<file path="config.mk">
export PLATFORM = sky130hd
export DESIGN_NAME = div_16
export DESIGN_NICKNAME = d
export VERILOG_FILES = /design/src/rtl/div_16.sv
export SDC_FILE = /design/constraint.sdc
export NUM_CORES = 1
export LEC_CHECK = 0
export ABC_AREA = 1
export BUFFER_PORTS_ARGS = -buffer_cell sky130_fd_sc_hd__buf_4
export CORE_ASPECT_RATIO = 1.1
export CORE_MARGIN = 4
export CORE_UTILIZATION = 30
export CTS_CLUSTER_DIAMETER = 80
export DETAILED_ROUTE_END_ITERATION = 8
export SKIP_CTS_REPAIR_TIMING = 1
export SYNTH_ARGS = -nofsm -noshare
export SYNTH_HDL_FRONTEND = slang
export SYNTH_SLANG_ARGS = --single-unit
export TNS_END_PERCENT = 30
</file>
<file path="constraint.sdc">
create_clock -name clk -period 1.88 [get_ports clk]
set_input_delay 0.188 -clock clk [delete_from_list [all_inputs] [get_ports clk]]
set_output_delay 0.188 -clock clk [all_outputs]
set_load 0.01 [all_outputs]
</file>
<file path="src/rtl/div_16.sv">
// Sequential unsigned restoring divider, one quotient bit per clock.
// MODE=0 performs a 16-bit divide; MODE=1 performs an 8-bit divide on the low byte.
module div_16 #(
  parameter bit MODE = 1'b0
) (
  input  logic        clk,
  input  logic        rst_n,
  input  logic        start,
  input  logic [0:15] a,
  input  logic [0:15] b,
  output logic        busy,
  output logic        done,
  output logic [0:15] q,
  output logic [0:15] r,
  output logic        div0
);

  localparam int unsigned W  = 16;
  localparam int unsigned CW = 5;
  localparam int unsigned N  = MODE ? 8 : 16;
  localparam logic [W-1:0] MASK = MODE ? 16'h00FF : 16'hFFFF;

  typedef enum logic [1:0] {IDLE, CALC, FIN} state_t;

  state_t          state;
  logic [W-1:0]    dvd;
  logic [W-1:0]    dvs;
  logic [W-1:0]    rem;
  logic [CW-1:0]   cnt;

  logic [W-1:0]    am;
  logic [W-1:0]    bm;
  logic [W:0]      rem_sh;
  logic            ge;
  logic [W-1:0]    rem_nx;
  logic [W-1:0]    dvd_nx;

  // Dividend register doubles as the quotient register: bits leave at the MSB
  // into the partial remainder while quotient bits enter at the LSB.
  always_comb begin
    am     = a & MASK;
    bm     = b & MASK;
    rem_sh = {rem, dvd[W-1]};
    ge     = rem_sh >= {1'b0, dvs};
    rem_nx = ge ? (rem_sh[W-1:0] - dvs) : rem_sh[W-1:0];
    dvd_nx = {dvd[W-2:0], ge};
  end

  always_ff @(posedge clk or negedge rst_n) begin
    if (!rst_n) begin
      state <= IDLE;
      busy  <= 1'b0;
      done  <= 1'b0;
      div0  <= 1'b0;
      q     <= '0;
      r     <= '0;
      dvd   <= '0;
      dvs   <= '0;
      rem   <= '0;
      cnt   <= '0;
    end else begin
      done <= 1'b0;
      case (state)
        IDLE, FIN: begin
          busy  <= 1'b0;
          state <= IDLE;
          if (start) begin
            // 8-bit operands are left-aligned so the MSB is always bit W-1
            dvd <= W'(am << (W - N));
            dvs <= bm;
            rem <= '0;
            cnt <= CW'(N);
            if (bm == '0) begin
              state <= FIN;
              done  <= 1'b1;
              div0  <= 1'b1;
              q     <= MASK;
              r     <= am;
            end else begin
              state <= CALC;
              busy  <= 1'b1;
            end
          end
        end
        CALC: begin
          dvd <= dvd_nx;
          rem <= rem_nx;
          cnt <= cnt - CW'(1);
          if (cnt == CW'(1)) begin
            state <= FIN;
            busy  <= 1'b0;
            done  <= 1'b1;
            div0  <= 1'b0;
            q     <= dvd_nx;
            r     <= rem_nx;
          end
        end
        default: begin
          state <= IDLE;
          busy  <= 1'b0;
        end
      endcase
    end
  end

endmodule

</file>
[After elaboration in Yosys (flattened, before gate mapping)]
Index checks and enable logic that the tools add are counted.
Storage, ports and cells
  register bits: 90
  output and inout port bits: 35
  logic and storage cells: 56
Cells by class
  $add $sub $neg: 2
  $lt $le $gt $ge: 1
  equality and inequality tests: 6
  muxes and demuxes: 30
  reductions and logical operators: 7
Operators with widths (number)
  $mux 16: 9
  $pmux 16 s2: 4
  $ge 17x16->1: 1
  $logic_not 16->1: 1
  $sub 16x16->16: 1
  $pmux 5 s2: 1
  $mux 1: 8
  $mux 2: 3
  $ne 2x2->1 const B: 3
  $pmux 1 s2: 3
  $eq 5x1->1 const B: 1
  $mux 5: 1
  $sub 5x1->5 const B: 1
  $pmux 2 s2: 1
  $reduce_and 2->1: 2
  $reduce_and 4->1: 1
  $eq 2x1->1 const B: 1
  $eq 2x2->1 const B: 1
  $logic_not 2->1: 1
  $reduce_bool 2->1: 1
  $reduce_or 2->1: 1

[Depth between registers and ports, before layout]
Gate-level depths: netlist (run 1).
  word-level depth: 4
  gate-level depth with buffers: 16

[Worst setup path before layout (run 1)]
OpenSTA, ideal clock, no wires.
  path type: flip-flop to flip-flop
  from: register rem[6]
  to: register q[15] (netlist name)
  library setup time: 123 ps
  data arrival time: 1723 ps
  required time: 1757 ps
  path slack: 34 ps
  stages on the path, launching flop included: 12
  path buffers: 1
  path through: dfrtp_1 > ha_1 > nand2_1 > nor2_1 > and2_2 > nand2_2 > nor2_4 > nor2_8 > nand2_8 > buf_12 > o21ai_0 > nand2_1
Between the ends
  cells in the longest elaborated chain, start to end: 3
RTL lines
  from (decl): line 28  | logic [W-1:0] rem;
  from (signal assigned): line 87  | rem <= rem_nx;
  $ge 17x16->1: line 44  | ge = rem_sh >= {1'b0, dvs};
  $mux 16: line 89  | if (cnt == CW'(1)) begin
  $pmux 16 s2: line 63  | case (state)
  to (signal assigned): line 94  | q <= dvd_nx;
  to (decl): line 13  | output logic [0:15] q,
Every way passes these cells. The select of a mux whose other input is x is not followed.
A chain may end at the register's enable or synchronous reset.

[Final worst setup path (run 1)]
  from: register rem[5]
  to: register r[7] (netlist name)
Between the ends
  cells in the longest elaborated chain, start to end: 4
  elaborated cells on any way between the ends: 5
  those cells by class: add/sub (1); order compare (1); mux (3)
RTL lines
  $sub 16x16->16 / $ge 17x16->1 (equally long branches): line 45, 44
  $mux 16 (*): line 45  | rem_nx = ge ? (rem_sh[W-1:0] - dvs) : rem_sh[W-1:0];
  $mux 16 (*): line 89
  $pmux 16 s2 (*): line 63
  to (signal assigned): line 78  | r <= am;
  to (signal assigned): line 95  | r <= rem_nx;
  to (decl): line 14  | output logic [0:15] r,
Mark *: on every way between the ends. The rest lies on a longest branch, timed or not. The select of a mux whose other input is x is not followed.

==> impl_metrics.json, run 1 <==
{
  "status": "finished, violations left",
  "violations": "negative setup slack",
  "clock_latency_ps": 360,
  "p_seq_share_pct": 22.5,
  "cp_max_fo": 7,
  "internal_power_uw": 8650,
  "ys_seq_area_share_pct": 42.2,
  "p_switching_uw": 7180,
  "drive_gt1_share_pct": 32.4,
  "nNetsFinal": 909,
  "reg2reg_from": "rem[5]",
  "multi_input_area_sq_mm": 0.00287,
  "start_kind": "flip-flop",
  "pwr-share-clk_pct": 11.6,
  "synth_edf_count": 0,
  "ys.flop_type": "dfrtp_1",
  "cts_num_sinks": 90,
  "die_h_um": 148,
  "crit_arrival_ps": 2280,
  "n_antenna_cell": 0,
  "nFillCells": 1759,
  "timing.fmax_mhz": 494,
  "critPathMaxStageDelay_ps": 450,
  "synth_area_leader_cell": "dfrtp_1",
  "setup_viol": 31,
  "globalRouteOverflowTotal": 0,
  "drt_iter0_drc": 253,
  "grt_first_pass_wirelength_um": 24500,
  "fp-row-count": 50,
  "required_ps": 2130,
  "fp.coreArea_sq_mm": 0.0173,
  "synth.avg_cell_area_sq_um": 7.50,
  "regArea_sq_mm": 0.00226,
  "wl_um": 15400,
  "detailroute.via_count": 4961,
  "syn_inst": 712,
  "gp_congestion": 0.866,
  "synth.net_count": 766,
  "worst_pin_slew_ps": 564,
  "relSlewSlack_pct": 62.4,
  "p_leak_uw": 0.00380,
  "synth_seq_cells": 90,
  "dpl.cell_count": 1064,
  "wire_per_inst_um": 14.1,
  "dp_slack_ps": -227,
  "final.setup.tns_ps": -2290,
  "min-delay-start": "b[15]",
  "antenna_found_initial": 0,
  "start_util_pct": 30.9,
  "fin_skew_ps": 8.56,
  "ys_top_cells_by_area": "dfrtp_1 42%, nand2_1 14%, inv_1 7.7%",
  "grt_pass1_vias": 4857,
  "cts_max_path_buffers": 2,
  "grt_start_max_net_pins": 50,
  "fin_crit_sh_pct": 108,
  "die_w_um": 135,
  "period_minus_slack_ps": 2030,
  "finalHoldViolations": 0,
  "report.final.slew_viol_count": 0,
  "io_pins": 70,
  "pwr-share-comb_pct": 66.0,
  "drc": 0,
  "fin_total_pwr_uw": 15800,
  "peakVddDrop_mv": 0.855,
  "netSwitchingFraction_pct": 45.4,
  "syn_area_sq_mm": 0.00534,
  "crit_path_end_kind": "flip-flop",
  "cts_tree": "yes",
  "worstSetupStartpoint": "rem[5]",
  "grt_setup_unrepaired": "true",
  "htree_levels": 3,
  "power_density_mw_per_mm2": 2130,
  "fin_ws_ps": -145,
  "synth_cell_type_count": 38,
  "viasPerCell": 4.53,
  "maxCapViolations": 0,
  "fin_cells": 1094,
  "cpMaxStageDelayCell": "dfrtp_2",
  "portBuffers": 69,
  "path_class": "flip-flop to flip-flop",
  "postRouteAntennaNets": 0,
  "grt_usage_pct": 15.4,
  "post-dp-hpwl_um": 11400,
  "clk_pin_slew_ps": 70,
  "synth-async-reset-ratio_pct": 100,
  "netlist.area_leader.share_pct": 42.2,
  "ctsRootBufferMaster": "clkbuf_16",
  "cts_inserted_buffers": 9,
  "hold_class": "input pin to flip-flop",
  "first_pass_iters": 5,
  "yosysWarnings": 0,
  "dieArea_sq_mm": 0.0200,
  "path_cells": "ha_4 -> nand2_4 -> nor2_4 -> nand3_2 -> nand3_4 -> nand3_4 -> clkbuf_16 -> nand4_1 -> nand3_2 -> nand2_1 -> inv_1",
  "syn_to_final_growth_pct": 39.2
}
-- power groups by stage --
| stage | sequential [uW] | clock, uW | combinational, uW |
|---|---|---|---|
| floorplan | 3490 | 0 | 5390 |
| global placement | 3490 | 0 | 8800 |
| detailed placement | 3500 | 0 | 8860 |
| CTS | 3480 | 1890 | 8910 |
| global route | 3670 | 1960 | 11600 |
| finish | 3560 | 1830 | 10400 |
-- final timing paths --
kind                            to  slack (ps)  cells after the start
setup / recovery              r[7]        -150                     11
hold / removal              dvs[0]         110                      3
setup reg to reg              r[7]        -150                     11
hold reg to reg               q[9]         470                      2
max in group asynchronous  rem[10]         960                      3
min in group asynchronous    q[10]         360                      2
-- sequential cells by signal (all words and copies together) (netlist names) --
| name | count |
|---|---|
| dvs | 16 |
| dvd | 16 |
| cnt | 5 |
| rem | 16 |
| r | 16 |
| busy | 1 |
| div0 | 1 |
| state | 2 |
| done | 1 |
| q | 16 |
-- per-stage QoR --
step	area, sq um	util (%)	hold WS [ps]
floorplan	5340	-	-108
CTS	6910	40.0	-160
global placement	6610	38.3	226
detailed placement	6610	38.3	227
global route	7430	43.0	122
finish	7430	43.0	107
-- critical path, delay by kind of cell, from the launching register on --
| kind | cells | cell delay, ps |
|---|---|---|
| adder cells (fa/ha/maj) | 1 | 330 |
| buffers and inverters | 2 | 280 |
| AND/OR/NAND/NOR | 8 | 880 |
| flip-flops | 1 | 450 |
-- synth_stat cells, types with 2 or more instances --
| master | instances |
|---|---|
| nand2_1 | 202 |
| inv_1 | 110 |
| dfrtp_1 | 90 |
| o21ai_0 | 68 |
| nand3_1 | 51 |
| nor2_1 | 31 |
| a21oi_1 | 23 |
| nand4_1 | 23 |
| ha_1 | 18 |
| clkbuf_1 | 13 |
| nand3_2 | 13 |
| or2_2 | 12 |
| nand2_2 | 6 |
| xor2_1 | 6 |
| and2_1 | 4 |
| buf_2 | 4 |
| buf_4 | 4 |
| or2_0 | 4 |
| buf_6 | 3 |
| inv_2 | 3 |
| nor2_2 | 3 |
| nor2_4 | 3 |
| buf_1 | 2 |
| nor3_1 | 2 |
-- layout by cell type (no fill, tap or decap), types with 2 or more instances in the layout --
cell type	instances
nand2_1	186
nand2_4	6
buf_6	3
nor2_1	27
inv_1	98
nand3_1	44
nand2_2	16
and2_1	4
nor2_4	6
ha_4	14
ha_1	4
nor2_2	4
a21oi_1	22
nand4_1	23
buf_12	5
or2_2	12
dfrtp_2	3
nand3_2	17
inv_2	15
xor2_1	5
nand3_4	4
o21ai_0	67
clkbuf_16	10
nand2_8	2
or2_0	4
buf_4	147
dfrtp_1	87
inv_6	3
-- cell type report --
class                      instances  area share (%)
multi-input combinational        482            38.6
tap                              234            3.94
clock inverter                     7           0.943
inverter                         114            5.76
timing repair buffer             158            17.3
clock buffer                       9            3.03
sequential                        90            30.4
-- metal layers --
layer  global-route usage [%]  wire length (um)  up-vias
li1                         -                 -     2546
met1                     19.9              6860     2300
met2                     26.0              7760       96
met3                     3.54               593       19
met4                     4.23               227        0
met5                        0                 0        -
-- logic make-up (layout without fill, tap and decap cells) --
logic type	Yosys count	after routing	synth area share, %
mux	1	1	0.187
fa+ha+maj	19	19	4.59
flops	90	90	42.2
compound gates	96	96	9.14
xor+xnor	7	7	1.15
buf+inv	141	288	11.0
simple gates	358	359	31.7
Note: power is estimated with default switching activity, not from simulation.
==> run 2: changes to the inputs <==
- CORE_MARGIN: 4 -> default
- TNS_END_PERCENT: 30 -> default
==> impl_metrics.json, run 2 (synthesis results as in run 1) <==
{
  "globalRouteOverflowTotal": 0,
  "detailroute.via_count": 5062,
  "cts_num_sinks": 90,
  "drc": 0,
  "die_w_um": 129,
  "path_class": "flip-flop to flip-flop",
  "cp_common_cell": "nor2_2",
  "first_pass_iters": 5,
  "crit_path_end_kind": "flip-flop",
  "fp-row-count": 50,
  "final_util_pct": 43.9,
  "syn_to_final_growth_pct": 41.3,
  "grt_start_max_net_pins": 50,
  "cts_tree": "yes",
  "grt_usage_pct": 17.0,
  "cp_max_fo": 6,
  "clk_pin_slew_ps": 70,
  "cpMaxStageDelayCell": "dfrtp_1",
  "worst_pin_slew_ps": 457,
  "peakVddDrop_mv": 0.778,
  "fin_crit_sh_pct": 108,
  "setup_viol": 33,
  "period_minus_slack_ps": 2030,
  "power_density_mw_per_mm2": 2170,
  "fin_skew_ps": 11.8,
  "post-dp-hpwl_um": 11300,
  "hold_class": "input pin to flip-flop",
  "ctsRootBufferMaster": "clkbuf_16",
  "portBuffers": 69,
  "wire_per_inst_um": 14.3,
  "fp.coreArea_sq_mm": 0.0172,
  "antenna_found_initial": 0,
  "viasPerCell": 4.61,
  "status": "finished, violations left",
  "cts_max_path_buffers": 2,
  "clock_latency_ps": 360,
  "drive_gt1_share_pct": 33.0,
  "fin_ws_ps": -145,
  "die_h_um": 142,
  "dpl.cell_count": 1063,
  "nNetsFinal": 913,
  "required_ps": 2140,
  "n_antenna_cell": 0,
  "start_util_pct": 31.0,
  "io_pins": 70,
  "cts_inserted_buffers": 9,
  "wl_um": 15700,
  "grt_setup_unrepaired": "true",
  "dieArea_sq_mm": 0.0183,
  "p_leak_uw": 0.00386,
  "violations": "negative setup slack",
  "gp_congestion": 0.884,
  "fin_cells": 1098,
  "mostFrequentLayoutCells": "182 x nand2_1, 146 x buf_4, 101 x inv_1, 89 x dfrtp_1, 68 x o21ai_0",
  "grt_first_pass_wirelength_um": 23900,
  "timing.fmax_mhz": 494,
  "path_cells": "ha_4 -> inv_2 -> nor2_2 -> nand2_2 -> nor2_2 -> nand2_4 -> nor2_4 -> nor2_8 -> buf_4 -> nand4_1 -> nand3_1 -> nand2_1 -> inv_1",
  "start_kind": "flip-flop",
  "grt_pass1_vias": 4772,
  "finalHoldViolations": 0,
  "relSlewSlack_pct": 69.5,
  "crit_arrival_ps": 2280,
  "maxCapViolations": 0,
  "report.final.slew_viol_count": 0,
  "htree_levels": 3,
  "final_common_cell": "nand2_1",
  "postRouteAntennaNets": 0,
  "drt_iter0_drc": 281,
  "critPathMaxStageDelay_ps": 440
}
## run 2: cell types whose count changed in the layout (fill, tap and decap cells not counted), moves of 3 or more
cell / delta
nand2_1: -4
nand2_4: +4
buf_12: +3
inv_1: +3
inv_2: -3
nand2_2: +3
nand3_1: -3
## run 2: final timing paths
kind                       cells past startpoint  slack [ps]      end  startpoint
max                                           13        -150     r[9]     rem[13]
min                                            3         120  dvs[10]        b[5]
max reg2reg                                   13        -150     r[9]     rem[13]
min reg2reg                                    2         470     q[3]        q[3]
max in group asynchronous                      3         980   dvs[7]       rst_n
min in group asynchronous                      2         330    q[10]       rst_n
## run 2: worst max-delay path, delay by kind of cell (launching register included)
kind                       cells  cell delay (ps)
adders and majority gates      1              310
buffers and inverters          3              230
DFF                            1              440
and+or+nand+nor                9              930
## run 2: layout make-up
cell class / instances / area, sq um
clock buffer: 9 / 225
clock inverter: 7 / 83.8
fill: 1722 / 9660
inverter: 114 / 428
multi-input combinational: 486 / 2960
sequential: 90 / 2250
tap: 234 / 293
timing repair buffer: 158 / 1300
## run 2: routing by layer
metal  up-vias  GRT usage [%]  wire length, um
met2       114           29.2             7900
met5         -              0                0
li1       2559              -                -
met1      2364           20.9             6840
met4         0           5.20              353
met3        25           3.88              617
## run 2: where the power goes
group | switching (uW) | leakage (uW) | total [uW] | internal, uW
sequential | 657 | 0.00107 | 3540 | 2880
clock | 866 | 0.000142 | 1920 | 1050
combinational | 5960 | 0.00265 | 10900 | 4970
total | 7490 | 0.00386 | 16400 | 8900
## run 2: stage by stage
stage | setup TNS, ps | area [sq um] | total power [uW] | setup slack, ps | hold WS (ps)
floorplan | 0 | 5340 | 8880 | 34.2 | -108
global placement | -3460 | 6630 | 12200 | -202 | 169
detailed placement | -3810 | 6630 | 12300 | -215 | 172
CTS | -3980 | 6940 | 14300 | -242 | -215
global route | -6160 | 7540 | 17800 | -272 | 125
finish | -2430 | 7540 | 16400 | -145 | 116
